**config.mk**
```make
export PLATFORM = sky130hd
export DESIGN_NAME = cpu8_core_flat
export DESIGN_NICKNAME = d
export VERILOG_FILES = /design/src/rtl/cpu8_if.sv /design/src/rtl/cpu8_core.sv /design/src/flat_wrapper.sv
export SDC_FILE = /design/constraint.sdc
export NUM_CORES = 2
export LEC_CHECK = 0
export ABC_AREA = 1
export CORE_MARGIN = 2
export CORE_UTILIZATION = 40
export DETAILED_ROUTE_END_ITERATION = 16
export DONT_BUFFER_PORTS = 1
export PLACE_DENSITY_LB_ADDON = 0.3
export REMOVE_ABC_BUFFERS = 1
export SYNTH_ARGS = -nofsm -noshare
export SYNTH_HDL_FRONTEND = slang
export SYNTH_SLANG_ARGS = --single-unit
```
**constraint.sdc**
```tcl
create_clock -name clk -period 4.1 [get_ports clk]
set_clock_uncertainty 0.05 [all_clocks]
set_input_delay 0.41 -clock clk [delete_from_list [all_inputs] [get_ports clk]]
set_output_delay 0.41 -clock clk [all_outputs]
set_load 0.01 [all_outputs]
```
**src/rtl/cpu8_if.sv**
```systemverilog
// Program-load and result bus of the 8-bit core: bytes and strobe in, register C and flags out.
interface cpu8_if #(parameter int DW = 8);
    logic [DW-1:0] Data_w;
    logic          ram_we;
    logic [DW-1:0] alu_out;
    logic [DW-1:0] flags;

    modport master (output Data_w, output ram_we, input alu_out, input flags);
    modport slave  (input Data_w, input ram_we, output alu_out, output flags);
endinterface

```
**src/rtl/cpu8_core.sv**
```systemverilog
// 8-bit multi-cycle core: byte-loaded program RAM, 5-state control FSM, PC and ALU.
// Each slot is {opcode, Op1, Op2}; results land in register C with a 5-bit flag set.
module cpu8_core #(
    parameter int SLOTS = 64,
    parameter int DW    = 8
) (
    input  logic    clk,
    input  logic    rst,
    cpu8_if.slave   bus
);
    localparam int PW    = $clog2(SLOTS);
    localparam int MEMSZ = 3 * SLOTS;
    localparam int AW    = $clog2(MEMSZ);

    typedef enum logic [2:0] {
        S_FETCH, S_LOAD_A, S_LOAD_B, S_EXEC, S_NEXT, S_HALT
    } state_t;

    state_t          r_state;
    logic [DW-1:0]   r_mem [MEMSZ];
    logic [AW-1:0]   r_wp;
    logic [PW-1:0]   r_pc;
    logic [DW-1:0]   r_ir, r_op1, r_op2, r_a, r_b, r_c, r_flags;

    logic [AW-1:0]   w_base;
    logic [DW-1:0]   w_opb, w_res;
    logic [DW:0]     w_sum, w_dif;
    logic [2*DW-1:0] w_prod;
    logic            w_c, w_v, w_upd;

    // RAM has no reset so a program survives rst
    always_ff @(posedge clk) begin
        if (bus.ram_we)
            r_mem[r_wp] <= bus.Data_w;
    end

    assign w_base = AW'(r_pc) * AW'(3);
    assign w_opb  = (r_ir == 8'h09 || r_ir == 8'h0A) ? DW'(1) : r_b;
    assign w_sum  = {1'b0, r_a} + {1'b0, w_opb};
    assign w_dif  = {1'b0, r_a} - {1'b0, w_opb};
    assign w_prod = (2*DW)'(r_a) * (2*DW)'(r_b);

    always_comb begin
        w_res = '0;
        w_c   = 1'b0;
        w_v   = 1'b0;
        w_upd = 1'b1;
        case (r_ir)
            8'h01, 8'h09: begin
                {w_c, w_res} = w_sum;
                w_v = (r_a[DW-1] == w_opb[DW-1]) && (w_sum[DW-1] != r_a[DW-1]);
            end
            8'h02, 8'h0A: begin
                {w_c, w_res} = w_dif;
                w_v = (r_a[DW-1] != w_opb[DW-1]) && (w_dif[DW-1] != r_a[DW-1]);
            end
            8'h03: w_res = r_a & r_b;
            8'h04: w_res = r_a | r_b;
            8'h05: w_res = r_a ^ r_b;
            8'h06: w_res = ~r_a;
            8'h07: begin w_res = {r_a[DW-2:0], 1'b0}; w_c = r_a[DW-1]; end
            8'h08: begin w_res = {1'b0, r_a[DW-1:1]}; w_c = r_a[0]; end
            8'h0B: begin
                w_res = w_prod[DW-1:0];
                w_c   = |w_prod[2*DW-1:DW];
                w_v   = w_c;
            end
            default: w_upd = 1'b0;
        endcase
    end

    always_ff @(posedge clk or posedge rst) begin
        if (rst) begin
            r_state <= S_FETCH;
            r_wp    <= '0;
            r_pc    <= '0;
            r_ir    <= '0;
            r_op1   <= '0;
            r_op2   <= '0;
            r_a     <= '0;
            r_b     <= '0;
            r_c     <= '0;
            r_flags <= '0;
        end else if (bus.ram_we) begin
            // a load strobe freezes the whole CPU for that cycle
            r_wp <= (r_wp == AW'(MEMSZ - 1)) ? '0 : r_wp + AW'(1);
        end else begin
            case (r_state)
                S_FETCH: begin
                    r_ir    <= r_mem[w_base];
                    r_op1   <= r_mem[w_base + AW'(1)];
                    r_op2   <= r_mem[w_base + AW'(2)];
                    r_state <= S_LOAD_A;
                end
                S_LOAD_A: begin r_a <= r_op1; r_state <= S_LOAD_B; end
                S_LOAD_B: begin r_b <= r_op2; r_state <= S_EXEC;   end
                S_EXEC: begin
                    if (r_ir == 8'hFF) begin
                        r_state <= S_HALT;
                    end else begin
                        if (w_upd) begin
                            r_c     <= w_res;
                            r_flags <= {3'b000, ~^w_res, w_v, w_res[DW-1], (w_res == '0), w_c};
                        end
                        r_state <= S_NEXT;
                    end
                end
                S_NEXT: begin
                    r_pc    <= (r_pc == PW'(SLOTS - 1)) ? '0 : r_pc + PW'(1);
                    r_state <= S_FETCH;
                end
                default: r_state <= S_HALT;
            endcase
        end
    end

    assign bus.alu_out = r_c;
    assign bus.flags   = r_flags;
endmodule

```
**src/flat_wrapper.sv**
```systemverilog
// flat-port wrapper written by rule: the top's interface ports become plain ports
module cpu8_core_flat 
#(
    parameter int SLOTS = 64,
    parameter int DW    = 8
)
  (clk, rst, bus_Data_w, bus_ram_we, bus_alu_out, bus_flags);
  cpu8_if #(.DW(DW)) bus_i ();
  input  logic clk;
  input  logic rst;
  input wire logic [$bits(bus_i.Data_w)-1:0] bus_Data_w;
  input wire logic [$bits(bus_i.ram_we)-1:0] bus_ram_we;
  output wire logic [$bits(bus_i.alu_out)-1:0] bus_alu_out;
  output wire logic [$bits(bus_i.flags)-1:0] bus_flags;
  assign bus_i.Data_w = bus_Data_w;
  assign bus_i.ram_we = bus_ram_we;
  assign bus_alu_out = bus_i.alu_out;
  assign bus_flags = bus_i.flags;
  cpu8_core #(.SLOTS(SLOTS), .DW(DW)) u_core (.clk(clk), .rst(rst), .bus(bus_i));
endmodule
```
==> impl_metrics.csv <==
group,metric,value,unit
min_path,hold_path_class,"primary input to register",
clock_tree,clockBufferDepth,3,
clock_tree,cts_tree,"built",
sta,maxSlewHeadroom,-0.0830,
setup_path,worstPathMaxFanout,5,
logic_synthesis,synth_edf_count,1536,
detailed_routing,via_per_inst,5.99,
sta,hold_viol,1,
clock_tree,clock_tree.htree_level_count,4,
logic_synthesis,ys_seq_area_frac,0.513,
job,cap_violations,0,
detailed_routing,first_pass_iters,9,
detailed_routing,dr_wl_met2,167000,µm
grt,grt_max_degree,215,
cells_and_area,fill_cells,22200,
clock_tree,clock_latency,0.87,ns
cells_and_area,area_growth,11.5,%
floorplan,io_pins,27,
logic_synthesis,synth.cell_area,0.0933,mm²
logic_synthesis,syn_inst,11500,
sta,worstMarginPinSlew,1.62,ns
logic_synthesis,synth.largest_area_cell,"edfxtp_1",
logic_synthesis,ys_ff_latch,1605,
sta,finalSetupViolations,5,
setup_path,cp-end-kind,"register",
clock_tree,clock_sinks,1605,
placement,preCtsSetupSlack,-0.543,ns
logic_synthesis,yosysMostFrequentCell,"nand2_1",
clock_tree,clk_pin_slew,0.06,ns
floorplan,die_y,487,µm
setup_path,required,4.82,ns
logic_synthesis,synth_top_cells_by_area,"edfxtp_1, nand2_1, nand3_1",
logic_synthesis,ys_async_sr_fraction,0.0430,
detailed_routing,wl,383000,µm
logic_synthesis,synthTopCellsByCount,"nand2_1, nand3_1, edfxtp_1",
grt,grt_pass1_vias,80300,
sta,hold_ws,-0.0182,ns
logic_synthesis,avgSynthCellArea,8.14,µm²
grt,grt_pass1_wl,552000,µm
detailed_routing,drc,0,
status,status,"complete, but fails checks",
placement,place_congestion,0.972,
placement,numPortBuffers,0,
detailed_routing,wl_met3,45300,µm
sta,grt_setup_unrepaired,"true",
setup_path,cp_data_arrival_time,5.13,ns
cells_and_area,drive_gt1_frac,0.0847,
floorplan,start_util,0.402,
detailed_routing,wl_per_cell,26.5,µm
detailed_routing,num_vias,86500,
sta,setup_slack,-0.315,ns
floorplan,core,0.232,mm²
sta,tns,-1.20,ns
floorplan,die_area,0.237,mm²
floorplan,core.rowCount,177,
setup_path,cp-start-kind,"register",
sta,clock.fmax,227,MHz
grt,grt_overflow,0,
detailed_routing,met1_length,149000,µm
status,violations,"hold timing, slew limit, setup timing",
clock_tree,root_buffer,"clkbuf_16",
grt,antenna_found_initial,12,
sta,fin_crit_sh,1.08,
grt,grt.total_usage,0.314,
floorplan,die_w,487,µm
detailed_routing,antenna_left,0,
logic_synthesis,synth-main-ff-cell,"edfxtp_1",
placement,placed_cell_area,0.0976,mm²
logic_synthesis,synth_top_area_share,0.494,
placement,dp_hpwl,238000,µm
logic_synthesis,synth_warnings,0,
detailed_routing,highest_layer,"met5",
logic_synthesis,ys_types,51,
sta,layout_min_cycle_time,4.41,ns
sta,slew_violations,139,
setup_path,crit_type,"register to register",
cells_and_area,nets,11400,
cells_and_area,postLayoutCellArea,0.104,mm²
detailed_routing,drt_iter0_markers,13800,
clock_tree,cts_buffers,184,
==> critical path: stages (launching register included) <==
cell,delay (ns)
dfrtp_2,0.45
buf_6,0.14
buf_6,0.11
nand2_4,0.04
inv_2,0.04
fa_1,0.52
inv_2,0.04
fa_1,0.52
fa_2,0.45
fa_1,0.50
inv_2,0.05
ha_4,0.28
buf_6,0.10
nand2_2,0.04
nor2_1,0.07
nand2_1,0.08
nand3_2,0.11
buf_6,0.11
xor2_1,0.14
nand2_1,0.06
nor2_1,0.09
nand3_1,0.08
nand2_1,0.08
nand2_1,0.05
nand2_1,0.06
nand2_1,0.05
==> metrics by stage <==
stage,cells,util
after floorplan,10600,-
after global placement,14100,0.420
after detailed placement,14100,0.420
after CTS,14400,0.448
after global routing,14500,0.448
final,14500,0.448
==> routing by layer <==
metal / GRT usage / up-vias
li1: - / 38400
met1: 0.419 / 41300
met2: 0.473 / 5763
met3: 0.0751 / 1097
met4: 0.166 / 16
met5: 0 / -
==> cell usage in the layout, fill, tap and decap left out, types with 36 or more instances in the layout <==
master	count
nor2_1	652
a21oi_1	310
nand4_1	227
buf_12	92
inv_1	624
dfrtp_1	65
nand2_1	3880
or2_2	187
nor3_1	45
and2_1	38
edfxtp_1	1536
fa_1	36
o21ai_0	859
clkinv_1	37
clkbuf_1	47
ha_1	75
clkbuf_16	186
nand3_1	1657
buf_4	317
o211ai_1	256
==> sequential cells by signal (all words and copies together) (netlist names), 6 cells and up <==
signal / flops
u_core.r_mem: 1536
u_core.r_pc: 6
u_core.r_b: 8
u_core.r_a: 8
u_core.bus.alu_out: 7
u_core.r_op1: 8
u_core.r_ir: 8
u_core.r_op2: 8
u_core.r_wp: 8
==> cell families after synthesis <==
family	Yosys count	synth area share
simple gates	6747	0.308
flops	1605	0.513
compound gates	1485	0.0877
buf+inv	1477	0.0681
fa+ha+maj	125	0.0199
xor+xnor	18	0.00257
mux	6	0.000644
other cells	1	0.0000402
==> timing repair <==
action | CTS | global route
hold buffers | 12 | 1
cloned | 0 | 0
endpoints found under the hold margin | 1624 | 4
setup endpoints to repair | 5 | 8
setup buffers | 7 | 2
gates resized for setup | 35 | 24
pin swaps | 26 | 23
==> final cells by class <==
class                   count  area, µm²  area share
diodes                      2       5.00   0.0000481
clock buffers             239       4910      0.0472
clock inverters            99       1010     0.00975
inverters                 650       2490      0.0239
multi-input cells        8384      39400       0.379
flip-flops and latches   1605      47900       0.460
well taps                3043       3810      0.0366
repair buffers            430       4580      0.0440
==> worst paths after layout <==
kind	start	slack, ns	depth (start not counted)	endpoint
setup / recovery	u_core.r_b[2]$_DFFE_PP0P_	-0.31	25	u_core.bus.flags[0]$_DFFE_PP0P_
hold / removal	bus_Data_w[5]	-0.02	1	u_core.r_mem[130][5]$_DFFE_PP_
setup reg to reg	u_core.r_b[2]$_DFFE_PP0P_	-0.31	25	u_core.bus.flags[0]$_DFFE_PP0P_
hold reg to reg	u_core.r_op2[1]$_DFFE_PP0P_	0.44	2	u_core.r_op2[1]$_DFFE_PP0P_
max in group asynchronous	rst	2.78	4	u_core.bus.alu_out[0]$_DFFE_PP0P_
min in group asynchronous	rst	0.56	4	u_core.bus.flags[1]$_DFFE_PP0P_
Power is not shown: default switching activity piles up to over one toggle a cycle in this logic, so the estimate is an artifact.
